--- src/rtl/bus_protocol_monitor_if.sv ---
// ---------------------------------------------------------------------------
// bus_protocol_monitor_if
// Bundle of valid/ready/payload signals for a group of monitored channels.
//
// Signals:
//   valid  [num_channels]             per-channel valid (driven by source)
//   ready  [num_channels]             per-channel ready (driven by sink)
//   data   [num_channels*data_width]  payloads, channel i at [i*data_width +: data_width]
//
// Modports:
//   master   drives valid/data, observes ready
//   slave    observes valid/data, drives ready
//   monitor  observes everything (used by the protocol checker)
// ---------------------------------------------------------------------------
interface bus_protocol_monitor_if #(
    parameter int num_channels = 2,
    parameter int data_width   = 32
);
    logic [num_channels-1:0]            valid;
    logic [num_channels-1:0]            ready;
    logic [num_channels*data_width-1:0] data;

    modport master  (output valid, output data, input ready);
    modport slave   (input valid, input data, output ready);
    modport monitor (input valid, input ready, input data);
endinterface

--- src/rtl/bus_protocol_monitor.sv ---
// ---------------------------------------------------------------------------
// bus_protocol_monitor
// Passive multi-channel valid/ready protocol checker. Each channel runs a
// small FSM that watches for: valid on the first cycle after reset (code 1),
// valid dropped before ready (code 2), payload changed while stalled (code 3)
// and stall longer than timeout_cycles (code 4). Per-channel handshake
// counters and a first-error capture are kept for post-mortem readout.
//
// Ports:
//   clock           system clock, rising edge
//   reset           asynchronous active-low reset
//   bus             monitored channels (monitor modport)
//   cnt_sel         channel index for counter readout
//   cnt_value       completed transactions on channel cnt_sel (0 if out of range)
//   err_valid       one-cycle pulse, some violation detected on the last edge
//   err_chan        lowest-index violating channel (with err_valid)
//   err_code        violation code for err_chan (with err_valid)
//   err_flags       per-channel error flags, sticky or pulsed (sticky_errors)
//   first_err_chan  channel of the first violation since reset
//   first_err_code  code of the first violation since reset, 0 = none
//   fire            OR of err_flags
// ---------------------------------------------------------------------------
module bus_protocol_monitor #(
    parameter int num_channels   = 2,
    parameter int data_width     = 32,
    parameter int timeout_cycles = 64,
    parameter int count_width    = 16,
    parameter int sticky_errors  = 1
) (
    input  logic                      clock,
    input  logic                      reset,
    bus_protocol_monitor_if.monitor   bus,
    input  logic [3:0]                cnt_sel,
    output logic [count_width-1:0]    cnt_value,
    output logic                      err_valid,
    output logic [3:0]                err_chan,
    output logic [2:0]                err_code,
    output logic [num_channels-1:0]   err_flags,
    output logic [3:0]                first_err_chan,
    output logic [2:0]                first_err_code,
    output logic                      fire
);

    // Stall counter only needs to reach timeout_cycles; it is kept at least
    // one bit wide so the disabled (0) case still elaborates.
    localparam int STALL_W   = (timeout_cycles < 1) ? 1 : $clog2(timeout_cycles + 1);
    localparam int STALL_SAT = (timeout_cycles < 1) ? 1 : timeout_cycles;
    localparam logic [STALL_W-1:0]     STALL_MAX = STALL_W'(STALL_SAT);
    localparam logic [STALL_W-1:0]     STALL_ONE = STALL_W'(1);
    localparam logic [count_width-1:0] CNT_MAX   = '1;
    localparam logic [count_width-1:0] CNT_ONE   = count_width'(1);

    localparam logic [2:0] CODE_NONE          = 3'd0;
    localparam logic [2:0] CODE_VALID_AFT_RST = 3'd1;
    localparam logic [2:0] CODE_VALID_DROPPED = 3'd2;
    localparam logic [2:0] CODE_DATA_CHANGED  = 3'd3;
    localparam logic [2:0] CODE_STALL_TIMEOUT = 3'd4;

    typedef enum logic [1:0] {
        ST_POST_RST = 2'd0,
        ST_IDLE     = 2'd1,
        ST_WAIT     = 2'd2
    } state_t;

    state_t                  state_q [num_channels];
    state_t                  state_d [num_channels];
    logic [data_width-1:0]   cap_q   [num_channels];
    logic [data_width-1:0]   cap_d   [num_channels];
    logic [STALL_W-1:0]      stall_q [num_channels];
    logic [STALL_W-1:0]      stall_d [num_channels];
    logic [count_width-1:0]  cnt_q   [num_channels];
    logic [count_width-1:0]  cnt_d   [num_channels];
    logic [2:0]              code_d  [num_channels];
    logic [num_channels-1:0] viol_d;

    logic                    err_valid_q, err_valid_d;
    logic [3:0]              err_chan_q, err_chan_d;
    logic [2:0]              err_code_q, err_code_d;
    logic [num_channels-1:0] err_flags_q, err_flags_d;
    logic [3:0]              first_err_chan_q, first_err_chan_d;
    logic [2:0]              first_err_code_q, first_err_code_d;

    // Per-channel handshake tracking. Every channel evaluates its own FSM,
    // capture register, stall counter and counter; all detected conditions
    // mark the channel as violating, but only the highest-priority code
    // (1 > 2 > 3 > 4) is reported for it.
    always_comb begin
        for (int i = 0; i < num_channels; i++) begin
            logic                  vld, rdy, hs;
            logic                  c1, c2, c3, c4;
            logic [data_width-1:0] dat;

            vld = bus.valid[i];
            rdy = bus.ready[i];
            dat = bus.data[i*data_width +: data_width];
            hs  = 1'b0;
            c1  = 1'b0;
            c2  = 1'b0;
            c3  = 1'b0;
            c4  = 1'b0;

            state_d[i] = state_q[i];
            cap_d[i]   = cap_q[i];
            stall_d[i] = stall_q[i];
            cnt_d[i]   = cnt_q[i];

            case (state_q[i])
                ST_POST_RST, ST_IDLE: begin
                    if ((state_q[i] == ST_POST_RST) && vld) begin
                        c1 = 1'b1;
                    end
                    if (vld && rdy) begin
                        hs         = 1'b1;
                        state_d[i] = ST_IDLE;
                    end else if (vld) begin
                        state_d[i] = ST_WAIT;
                        cap_d[i]   = dat;
                        stall_d[i] = STALL_ONE;
                    end else begin
                        state_d[i] = ST_IDLE;
                    end
                end
                ST_WAIT: begin
                    if (!vld) begin
                        c2         = 1'b1;
                        state_d[i] = ST_IDLE;
                        stall_d[i] = '0;
                    end else begin
                        // Re-capture so a single payload change flags once.
                        if (dat != cap_q[i]) begin
                            c3       = 1'b1;
                            cap_d[i] = dat;
                        end
                        if (rdy) begin
                            hs         = 1'b1;
                            state_d[i] = ST_IDLE;
                            stall_d[i] = '0;
                        end else if (stall_q[i] != STALL_MAX) begin
                            stall_d[i] = stall_q[i] + STALL_ONE;
                        end
                    end
                end
                default: begin
                    state_d[i] = ST_IDLE;
                    stall_d[i] = '0;
                end
            endcase

            // Timeout fires only on the edge the counter first reaches the
            // limit; saturation then suppresses repeats for this stall.
            if ((timeout_cycles > 0) && (state_d[i] == ST_WAIT) &&
                (stall_d[i] == STALL_MAX) && (stall_q[i] != STALL_MAX)) begin
                c4 = 1'b1;
            end

            if (hs && (cnt_q[i] != CNT_MAX)) begin
                cnt_d[i] = cnt_q[i] + CNT_ONE;
            end

            if (c1) begin
                code_d[i] = CODE_VALID_AFT_RST;
            end else if (c2) begin
                code_d[i] = CODE_VALID_DROPPED;
            end else if (c3) begin
                code_d[i] = CODE_DATA_CHANGED;
            end else if (c4) begin
                code_d[i] = CODE_STALL_TIMEOUT;
            end else begin
                code_d[i] = CODE_NONE;
            end
            viol_d[i] = c1 | c2 | c3 | c4;
        end
    end

    // Error aggregation: the downward scan leaves the lowest violating
    // channel in err_chan/err_code. The first-error capture loads only while
    // it still reads "none", so it freezes until the next reset.
    always_comb begin
        err_valid_d      = |viol_d;
        err_chan_d       = 4'd0;
        err_code_d       = CODE_NONE;
        first_err_chan_d = first_err_chan_q;
        first_err_code_d = first_err_code_q;

        for (int i = num_channels - 1; i >= 0; i--) begin
            if (viol_d[i]) begin
                err_chan_d = 4'(i);
                err_code_d = code_d[i];
            end
        end

        if (sticky_errors != 0) begin
            err_flags_d = err_flags_q | viol_d;
        end else begin
            err_flags_d = viol_d;
        end

        if ((first_err_code_q == CODE_NONE) && err_valid_d) begin
            first_err_chan_d = err_chan_d;
            first_err_code_d = err_code_d;
        end
    end

    // State registers; reset drops every channel back into POST_RST and
    // clears all counters and error capture immediately.
    always_ff @(posedge clock or negedge reset) begin
        if (!reset) begin
            for (int i = 0; i < num_channels; i++) begin
                state_q[i] <= ST_POST_RST;
                cap_q[i]   <= '0;
                stall_q[i] <= '0;
                cnt_q[i]   <= '0;
            end
            err_valid_q      <= 1'b0;
            err_chan_q       <= 4'd0;
            err_code_q       <= CODE_NONE;
            err_flags_q      <= '0;
            first_err_chan_q <= 4'd0;
            first_err_code_q <= CODE_NONE;
        end else begin
            for (int i = 0; i < num_channels; i++) begin
                state_q[i] <= state_d[i];
                cap_q[i]   <= cap_d[i];
                stall_q[i] <= stall_d[i];
                cnt_q[i]   <= cnt_d[i];
            end
            err_valid_q      <= err_valid_d;
            err_chan_q       <= err_chan_d;
            err_code_q       <= err_code_d;
            err_flags_q      <= err_flags_d;
            first_err_chan_q <= first_err_chan_d;
            first_err_code_q <= first_err_code_d;
        end
    end

    // Counter readout; indices past the last channel read as zero.
    always_comb begin
        cnt_value = '0;
        for (int i = 0; i < num_channels; i++) begin
            if (cnt_sel == 4'(i)) begin
                cnt_value = cnt_q[i];
            end
        end
    end

    assign err_valid      = err_valid_q;
    assign err_chan       = err_chan_q;
    assign err_code       = err_code_q;
    assign err_flags      = err_flags_q;
    assign first_err_chan = first_err_chan_q;
    assign first_err_code = first_err_code_q;
    assign fire           = |err_flags_q;

endmodule

--- src/flat_wrapper.sv ---
// flat-port wrapper written by rule: the top's interface ports become plain ports
module bus_protocol_monitor_flat 
#(
    parameter int num_channels   = 2,
    parameter int data_width     = 32,
    parameter int timeout_cycles = 64,
    parameter int count_width    = 16,
    parameter int sticky_errors  = 1
)
  (clock, reset, cnt_sel, cnt_value, err_valid, err_chan, err_code, err_flags, first_err_chan, first_err_code, fire, bus_valid, bus_ready, bus_data);
  bus_protocol_monitor_if #(.num_channels(num_channels), .data_width(data_width)) bus_i ();
  input  logic clock;
  input  logic reset;
  input  logic [3:0] cnt_sel;
  output logic [count_width-1:0] cnt_value;
  output logic err_valid;
  output logic [3:0] err_chan;
  output logic [2:0] err_code;
  output logic [num_channels-1:0] err_flags;
  output logic [3:0] first_err_chan;
  output logic [2:0] first_err_code;
  output logic fire;
  input wire logic [$bits(bus_i.valid)-1:0] bus_valid;
  input wire logic [$bits(bus_i.ready)-1:0] bus_ready;
  input wire logic [$bits(bus_i.data)-1:0] bus_data;
  assign bus_i.valid = bus_valid;
  assign bus_i.ready = bus_ready;
  assign bus_i.data = bus_data;
  bus_protocol_monitor #(.num_channels(num_channels), .data_width(data_width), .timeout_cycles(timeout_cycles), .count_width(count_width), .sticky_errors(sticky_errors)) u_core (.clock(clock), .reset(reset), .bus(bus_i), .cnt_sel(cnt_sel), .cnt_value(cnt_value), .err_valid(err_valid), .err_chan(err_chan), .err_code(err_code), .err_flags(err_flags), .first_err_chan(first_err_chan), .first_err_code(first_err_code), .fire(fire));
endmodule
--- config.mk ---
export PLATFORM = sky130hd
export DESIGN_NAME = bus_protocol_monitor_flat
export DESIGN_NICKNAME = d
export VERILOG_FILES = /design/src/rtl/bus_protocol_monitor_if.sv /design/src/rtl/bus_protocol_monitor.sv /design/src/flat_wrapper.sv
export SDC_FILE = /design/constraint.sdc
export NUM_CORES = 1
export LEC_CHECK = 0
export BUFFER_PORTS_ARGS = -buffer_cell sky130_fd_sc_hd__buf_2
export CORE_MARGIN = 2
export CORE_UTILIZATION = 45
export CTS_CLUSTER_SIZE = 24
export DETAILED_ROUTE_END_ITERATION = 12
export PLACE_DENSITY = 0.76
export SYNTH_ARGS = -nofsm -noshare
export SYNTH_HDL_FRONTEND = slang
export SYNTH_SLANG_ARGS = --single-unit
export TNS_END_PERCENT = 100
--- constraint.sdc ---
create_clock -name clock -period 5.5 [get_ports clock]
set_input_delay 1.1 -clock clock [delete_from_list [all_inputs] [get_ports clock]]
set_output_delay 1.1 -clock clock [all_outputs]
set_load 0.03 [all_outputs]
**Word level (Yosys, flattened, before mapping)**

Index checks and enable logic that the tools add are counted.

- Bits in registers: 125
- Input bits: 74

- $add $sub $neg: 4
- Eq/ne operators: 23
- Multiplexer cells: 70
- Bitwise logic cells: 7
- Reductions and logical operators: 23

Operators with widths:

| cell | number |
|---|---|
| two-way mux 32 bit | 8 |
| case mux 32 bit (2 select lines) | 2 |
| two-way mux 7 bit | 10 |
| inequality test 32 bit | 2 |
| adder 16 x 1 -> 16 bit (second input constant) | 2 |
| two-way mux 16 bit | 2 |
| inequality test 16 bit (second input constant) | 2 |
| two-way mux 3 bit | 10 |
| case mux 7 bit (2 select lines) | 2 |
| two-way mux 1 bit | 24 |
| two-way mux 2 bit | 8 |
| adder 7 x 1 -> 7 bit (second input constant) | 2 |
| equality test 7 bit (second input constant) | 2 |
| inequality test 7 bit (second input constant) | 2 |
| inequality test 2 bit (second input constant) | 6 |
| logical AND 1 bit | 11 |
| AND reduction 5 bit | 2 |
| equality test 2 bit (second input constant) | 4 |
| case mux 2 bit (2 select lines) | 2 |
| OR reduction 2 bit | 4 |
| OR 1 bit | 6 |
| equality test 2 x 1 -> 1 bit (second input constant) | 2 |
| equality test 4 x 1 -> 1 bit (second input constant) | 1 |
| logical NOT 2 bit | 2 |
| other kinds (6) | 9 |

**Depth between registers and ports, before layout**

Gate-level depths: netlist of the first run.

- Depth after elaboration: 15
- Mapped depth: 9
- Gate-level depth less buffers: 9

**Worst setup path after synthesis of the first run**

Ideal clock, no wire load.

- Path kind: in2out
- From: input port cnt_sel[3]
- To: output port cnt_value[10]
- Arrival time: 2484 ps
- Required time: 4400 ps
- Setup slack: 1916 ps
- Cell stages on the path: 3
- Path through: nor4b_1 clkbuf_1 a22o_1

- Word-level cells in the longest chain between the ends: 3

RTL lines:

| element | RTL line | source |
|---|---|---|
| start, declared | flat_wrapper.sv:14 | `input logic [3:0] cnt_sel;` |
| logical NOT 4 bit | bus_protocol_monitor.sv:240 | `if (cnt_sel == 4'(i)) begin` |
| two-way mux 16 bit | bus_protocol_monitor.sv:240 |  |
| two-way mux 16 bit (*) | bus_protocol_monitor.sv:240 |  |
| end, declared | flat_wrapper.sv:15 | `output logic [count_width-1:0] cnt_value;` |

Every way passes the cells marked *; elsewhere a longest branch is shown, timed or not.

**Final worst setup path of the first run**

- From: input port cnt_sel[3]
- To: output port cnt_value[5]

Same word-level chain as after synthesis.

==> qor.yml, run 1 <==
timing:
  fin_skew_ns: 0.008087
  hold_viol: 0
  worstMarginPinSlew_ns: 0.9655
  rsz0062_at_grt: "false"
  slew_headroom: 0.3563
  slew_viol_final: 0
  worst_slack_ns: 2.157
  finalSetupViolCount: 0
  finalCritPeriodShare: 0.6079
  fin_crit_ns: 3.343
  setup_tns_ns: 0
  fmax_mhz: 299.1
logic_synthesis:
  synth_edf_count: 0
  synth.distinct_cells: 70
  synth_area_leaders: "dfrtp_1, mux2_2, xnor2_1, xor2_1, a22o_1"
  avgSynthCellArea_sq_um: 11.57
  ys_seq_elements: 125
  synth_top_area_frac: 0.4812
  synth_async_sr_flop_share: 1.000
  ys.flop_type: "dfrtp_1"
  syn_inst: 562
  yosysSeqAreaShare: 0.4812
  yosys.area.top_type: "dfrtp_1"
  synth.cell_area_sq_um: 6500
  ys_warn_count: 0
placement:
  pre_cts_ws_ns: 2.082
  io_buffers: 101
  place.gp.congestion: 0.8547
  hpwl_mm: 10.25
  dp_cells: 832
detailed_routing:
  wl_mm: 14.05
  drc: 0
  ant_nets: 0
  drt_iter0_markers: 329
  vias: 4700
  drtPass1Iterations: 4
  post_drt_wl_per_cell_microns: 16.27
  routed_via_density: 5.440
critical_path:
  crit_chain: "buf_2, nor4_2, buf_4, a22o_1, buf_2"
  worst_setup_path_end_kind: "primary output"
  crit_slowest_cell: "nor4_2"
  crit_top_cell: "buf_2"
  required_ns: 4.40
  cp.arrival_ns: 2.24
  worstPathMaxFanout: 14
  startpoint_type: "input pin"
  path_class: "in -> out"
  max_stage_delay_ns: 0.38
clock_tree:
  clock_sinks: 125
  htreeDepth: 4
  cts.clk_slew.worst_paths_ns: 0.06
  post_cts_resized: 0
  postCtsSetupBuffers: 0
  cts_root_buf: "clkbuf_16"
  cts_tree: "yes"
  cts_buffers: 17
  holdBufCountCts: 0
  cts.path.max_buffers: 2
  clk_latency_ns: 0.42
hold_path:
  hold_path.class: "in -> async"
floorplanning:
  die_w_microns: 124.2
  dieArea_sq_um: 15420
  io_pins: 108
  dieHeight_microns: 124.2
  start_util: 0.4647
  rows: 43
  core_sq_um: 13990
pwr:
  total_power_mw: 2.862
  worst_ir_drop_vdd_mv: 0.2246
  power_leakage_nw: 3.531
  power.density_nw_per_um2: 366.1
run:
  maxCapViolCount: 0
global_routing:
  grt_pass1_vias: 4917
  grt_pass1_wl_mm: 23.47
  grt.total_usage: 0.1969
  antenna_found_initial: 0
  grt_remaining_overflow: 0
  grt_max_degree: 77
layout:
  fillers: 1187
  syn_to_final_growth_pct: 20.29
  layout_commonest_cell: "dfrtp_1"
  stdcell_count: 864
  drive_gt1_frac: 0.3129
  final_cell_mix: "dfrtp_1, buf_2, xnor2_1"
  nNetsFinal: 751
  n_antenna_cell: 0
outcome:
  status: "completed"
[synth_stat cells (2+ instances only)]
| library cell | n |
|---|---|
| o211ai_1 | 3 |
| nand2b_1 | 6 |
| inv_1 | 15 |
| o21ai_0 | 6 |
| a21oi_1 | 7 |
| a21o_1 | 8 |
| a22o_1 | 16 |
| nand3_1 | 23 |
| a21boi_2 | 2 |
| mux2_2 | 54 |
| buf_4 | 10 |
| o22ai_1 | 3 |
| clkbuf_1 | 4 |
| nand2_1 | 33 |
| nand4_1 | 19 |
| o2bb2ai_1 | 3 |
| nor2b_1 | 5 |
| dfrtp_1 | 125 |
| nor2_1 | 18 |
| a21oi_2 | 3 |
| ha_1 | 6 |
| a31o_2 | 2 |
| mux2_1 | 11 |
| and2_1 | 5 |
| or2_1 | 2 |
| o31ai_1 | 4 |
| buf_2 | 7 |
| xnor2_1 | 55 |
| nor3_1 | 4 |
| nor4_1 | 12 |
| a32oi_1 | 2 |
| or4_1 | 3 |
| and3_1 | 8 |
| xor2_1 | 40 |
| nand4bb_1 | 2 |
| nand3_2 | 2 |
[registers in the layout (all words and copies together), names as in the netlist]
name	cells
u_core.cap_q	64
u_core.cnt_q	32
u_core.err_chan	1
u_core.err_code	3
u_core.err_flags	2
u_core.err_valid	1
u_core.first_err_chan	1
u_core.first_err_code	3
u_core.stall_q	14
u_core.state_q	4
[routing by layer]
layer | wire (microns) | vias to the layer above | global-route usage
li1 | - | 2236 | -
met2 | 7517 | 94 | 0.3467
met4 | 251 | 0 | 0.07093
met5 | 0 | - | 0
met3 | 493 | 19 | 0.04762
met1 | 5791 | 2351 | 0.2335
[report_power, final]
part | total [mW] | internal [mW] | switching, mW
clock network | 1.21 | 0.802 | 0.412
logic | 0.457 | 0.232 | 0.225
registers | 1.19 | 1.06 | 0.127
[per-stage QoR]
stage,hold slack (ns),utilization,cell area (sq um)
4_1_cts,0.4633,0.5589,7819
5_1_grt,0.4703,0.5589,7819
6_report,0.4830,0.5589,7819
3_5_place_dp,0.4751,0.5128,7173
3_3_place_gp,0.4822,0.5128,7173
2_1_floorplan,0.4595,-,6519
[critical path: cells and delay by family]
kind / cells / cell delay, ns
AOI/OAI and AO/OA: 1 / 0.18
and+or+nand+nor: 1 / 0.38
buffers and inverters: 3 / 0.59
[area by class of cell]
| type | instances | area [sq um] | area share |
|---|---|---|---|
| Timing Repair Buffer | 107 | 553.0 | 0.07073 |
| Multi-Input combinational cell | 405 | 3211 | 0.4106 |
| Sequential cell | 125 | 3128 | 0.4001 |
| Tap cell | 180 | 225.2 | 0.02880 |
| Clock inverter | 15 | 220.2 | 0.02816 |
| Inverter | 15 | 56.30 | 0.007201 |
| Clock buffer | 17 | 425.4 | 0.05441 |
[worst paths after layout]
path	slack [ns]	startpoint	cells after the start	endpoint
max	2.16	cnt_sel[3]	5	cnt_value[5]
max in group asynchronous	3.86	reset	2	u_core.cap_q[43]
min reg2reg	0.50	u_core.first_err_code[1]	1	u_core.first_err_code[1]
min	0.48	reset	1	u_core.cap_q[10]
max reg2reg	2.89	u_core.cap_q[17]	8	u_core.cap_q[27]
min in group clock	0.50	u_core.first_err_code[1]	1	u_core.first_err_code[1]
[cells by family (layout without fill, tap and decap cells)]
logic type | count (synthesis) | after routing | share of synthesized area
simple gates | 153 | 153 | 0.1386
flops | 125 | 125 | 0.4812
xor+xnor | 95 | 95 | 0.1280
compound gates | 80 | 80 | 0.09779
mux | 65 | 65 | 0.1126
buf+inv | 37 | 154 | 0.02964
fa+ha+maj | 6 | 6 | 0.01155
other cells | 1 | 6 | 0.0005769
Note: power is estimated with default switching activity, not from simulation.
==> inputs of run 2 (changes only) <==
--- a/config.mk
+++ b/config.mk
@@ -10,7 +10,7 @@
 export CORE_UTILIZATION = 45
 export CTS_CLUSTER_SIZE = 24
 export DETAILED_ROUTE_END_ITERATION = 12
-export PLACE_DENSITY = 0.76
+export PLACE_DENSITY = 0.79
 export SYNTH_ARGS = -nofsm -noshare
 export SYNTH_HDL_FRONTEND = slang
 export SYNTH_SLANG_ARGS = --single-unit
==> constraint.sdc (replaced) <==
create_clock -name clock -period 3.01 [get_ports clock]
set_input_delay 0.602 -clock clock [delete_from_list [all_inputs] [get_ports clock]]
set_output_delay 0.602 -clock clock [all_outputs]
set_load 0.03 [all_outputs]
==> run 2 against run 1 <==
  * Core utilization barely moved
  * Die area did not move
  * Final area barely moved
  * Global-route usage rose by 0.075 points
  * First-iteration DRC count fell by 41%
  * Sequential power rose by 83%
==> qor.yml, run 2 (same netlist as run 1, synthesis figures left out) <==
outcome:
  status: "completed"
detailed_routing:
  ant_nets: 0
  drt_iter0_markers: 194
  post_drt_wl_per_cell_microns: 16.30
  wl_mm: 14.08
  routed_via_density: 5.488
  drc: 0
  vias: 4742
  drtPass1Iterations: 4
layout:
  post-route-util: 0.5587
  max_flop_register: "u_core.cap_q"
  seqCellArea_sq_um: 3128
  syn_to_final_growth_pct: 20.23
  multi_input_area_sq_um: 3211
  drive_gt1_frac: 0.3099
  nNetsFinal: 753
  fillers: 1196
  top_regs: "u_core.cap_q: 64 flops, u_core.cnt_q: 32 flops, u_core.stall_q: 14 flops"
  final_cell_mix: "dfrtp_1, buf_2, xnor2_1"
  n_antenna_cell: 0
  layout_commonest_cell: "dfrtp_1"
  largest_reg_flops: 64
clock_tree:
  post_cts_resized: 0
  postCtsSetupBuffers: 0
  cts.clk_slew.worst_paths_ns: 0.06
  cts_buffers: 17
  cts.path.max_buffers: 2
  holdBufCountCts: 0
  cts_root_buf: "clkbuf_16"
  cts_tree: "yes"
  clock_sinks: 125
  clk_latency_ns: 0.42
  htreeDepth: 4
floorplanning:
  die_w_microns: 124.2
  start_util: 0.4647
  io_pins: 108
  core_sq_um: 13990
  dieArea_sq_um: 15420
  dieHeight_microns: 124.2
  rows: 43
placement:
  place.gp.congestion: 0.8852
  hpwl_mm: 10.32
  io_buffers: 101
critical_path:
  worst_setup_path_end_kind: "flip-flop"
  required_ns: 3.36
  cp.arrival_ns: 2.86
  worstPathMaxFanout: 5
  startpoint_type: "flip-flop"
  rrSetupSlack_ns: 0.50
  path_class: "reg -> reg"
  rr_endpoint: "u_core.first_err_code[0]"
  reg2reg_depth: 9
  worstReg2RegStart: "u_core.stall_q[0]"
global_routing:
  antenna_found_initial: 0
  grt_pass1_wl_mm: 23.56
  grt.total_usage: 0.1976
  grt_max_degree: 51
  grt_remaining_overflow: 0
  grt_pass1_vias: 4983
timing:
  slew_viol_final: 0
  finalSetupViolCount: 0
  slew_headroom: 0.5536
  fmax_mhz: 398.9
  fin_skew_ns: 0.01431
  worstMarginPinSlew_ns: 0.6696
  setup_tns_ns: 0
  fin_crit_ns: 2.507
  rsz0062_at_grt: "false"
  finalCritPeriodShare: 0.8328
  hold_viol: 0
pwr:
  power.density_nw_per_um2: 649.0
  power_leakage_nw: 3.541
  worst_ir_drop_vdd_mv: 0.3839
  total_power_mw: 5.072
run:
  maxCapViolCount: 0
hold_path:
  hold_path.class: "in -> async"
[run 2: cell count changes in the layout (fill, tap and decap cells not counted)]
cell	before	now
clkbuf_1	0	2
buf_12	0	3
clkbuf_8	0	3
clkinv_2	4	5
inv_6	1	0
buf_4	7	6
clkinv_4	3	0
clkinvlp_4	2	0
bufinv_16	5	3
[run 2: per-stage QoR]
| stage | hold WS [ns] | cell area (sq um) | std cells | setup slack [ns] |
|---|---|---|---|---|
| global route | 0.2570 | 7815 | 864 | 0.2985 |
| CTS | 0.2334 | 7815 | 864 | 0.5076 |
| finish | 0.2099 | 7815 | 864 | 0.5034 |
| global placement | 0.4693 | 7226 | 834 | 0.4508 |
| floorplan | 0.3064 | 6519 | 567 | 0.4224 |
| detailed placement | 0.4936 | 7226 | 834 | 0.4204 |
[run 2: worst max-delay path: stages (launching register included)]
cell and delay, ns:
dfrtp_1 0.42, inv_1 0.15, ha_1 0.18, nand4bb_1 0.17
or2_1 0.30, xnor2_1 0.15, a2111oi_1 0.52, a21boi_2 0.18
a21boi_2 0.22, a21o_1 0.14
[run 2: area by class of cell]
type / count / share of cell area
Clock buffer: 22 / 0.06068
Multi-Input combinational cell: 405 / 0.4108
Inverter: 15 / 0.007205
Tap cell: 180 / 0.02882
Sequential cell: 125 / 0.4003
Clock inverter: 8 / 0.01473
Timing Repair Buffer: 109 / 0.07749
[run 2: power by group]
part / internal [mW] / leakage (nW) / switching [mW]
clock network: 1.35 / 0.295 / 0.706
logic: 0.428 / 1.69 / 0.412
registers: 1.94 / 1.55 / 0.234
[run 2: metal layers]
metal / GRT usage / part of all wire / up-vias
met4: 0.08497 / 0.022 / 0
met3: 0.05357 / 0.038 / 24
met1: 0.2355 / 0.42 / 2372
li1: - / - / 2248
met2: 0.3354 / 0.52 / 98
met5: 0 / 0 / -
[run 2: worst max-delay path by stage]
| stage | slack, ns | start | to |
|---|---|---|---|
| floorplan | 0.42 | cnt_sel[3] | cnt_value[10] |
| global placement | 0.45 | bus_data[27] | u_core.cap_q[60] |
| detailed placement | 0.42 | bus_data[52] | u_core.cap_q[7] |
| CTS | 0.51 | u_core.stall_q[0] | u_core.first_err_code[0] |
| global route | 0.30 | u_core.stall_q[0] | u_core.first_err_chan[0] |
| finish | 0.50 | u_core.stall_q[0] | u_core.first_err_code[0] |
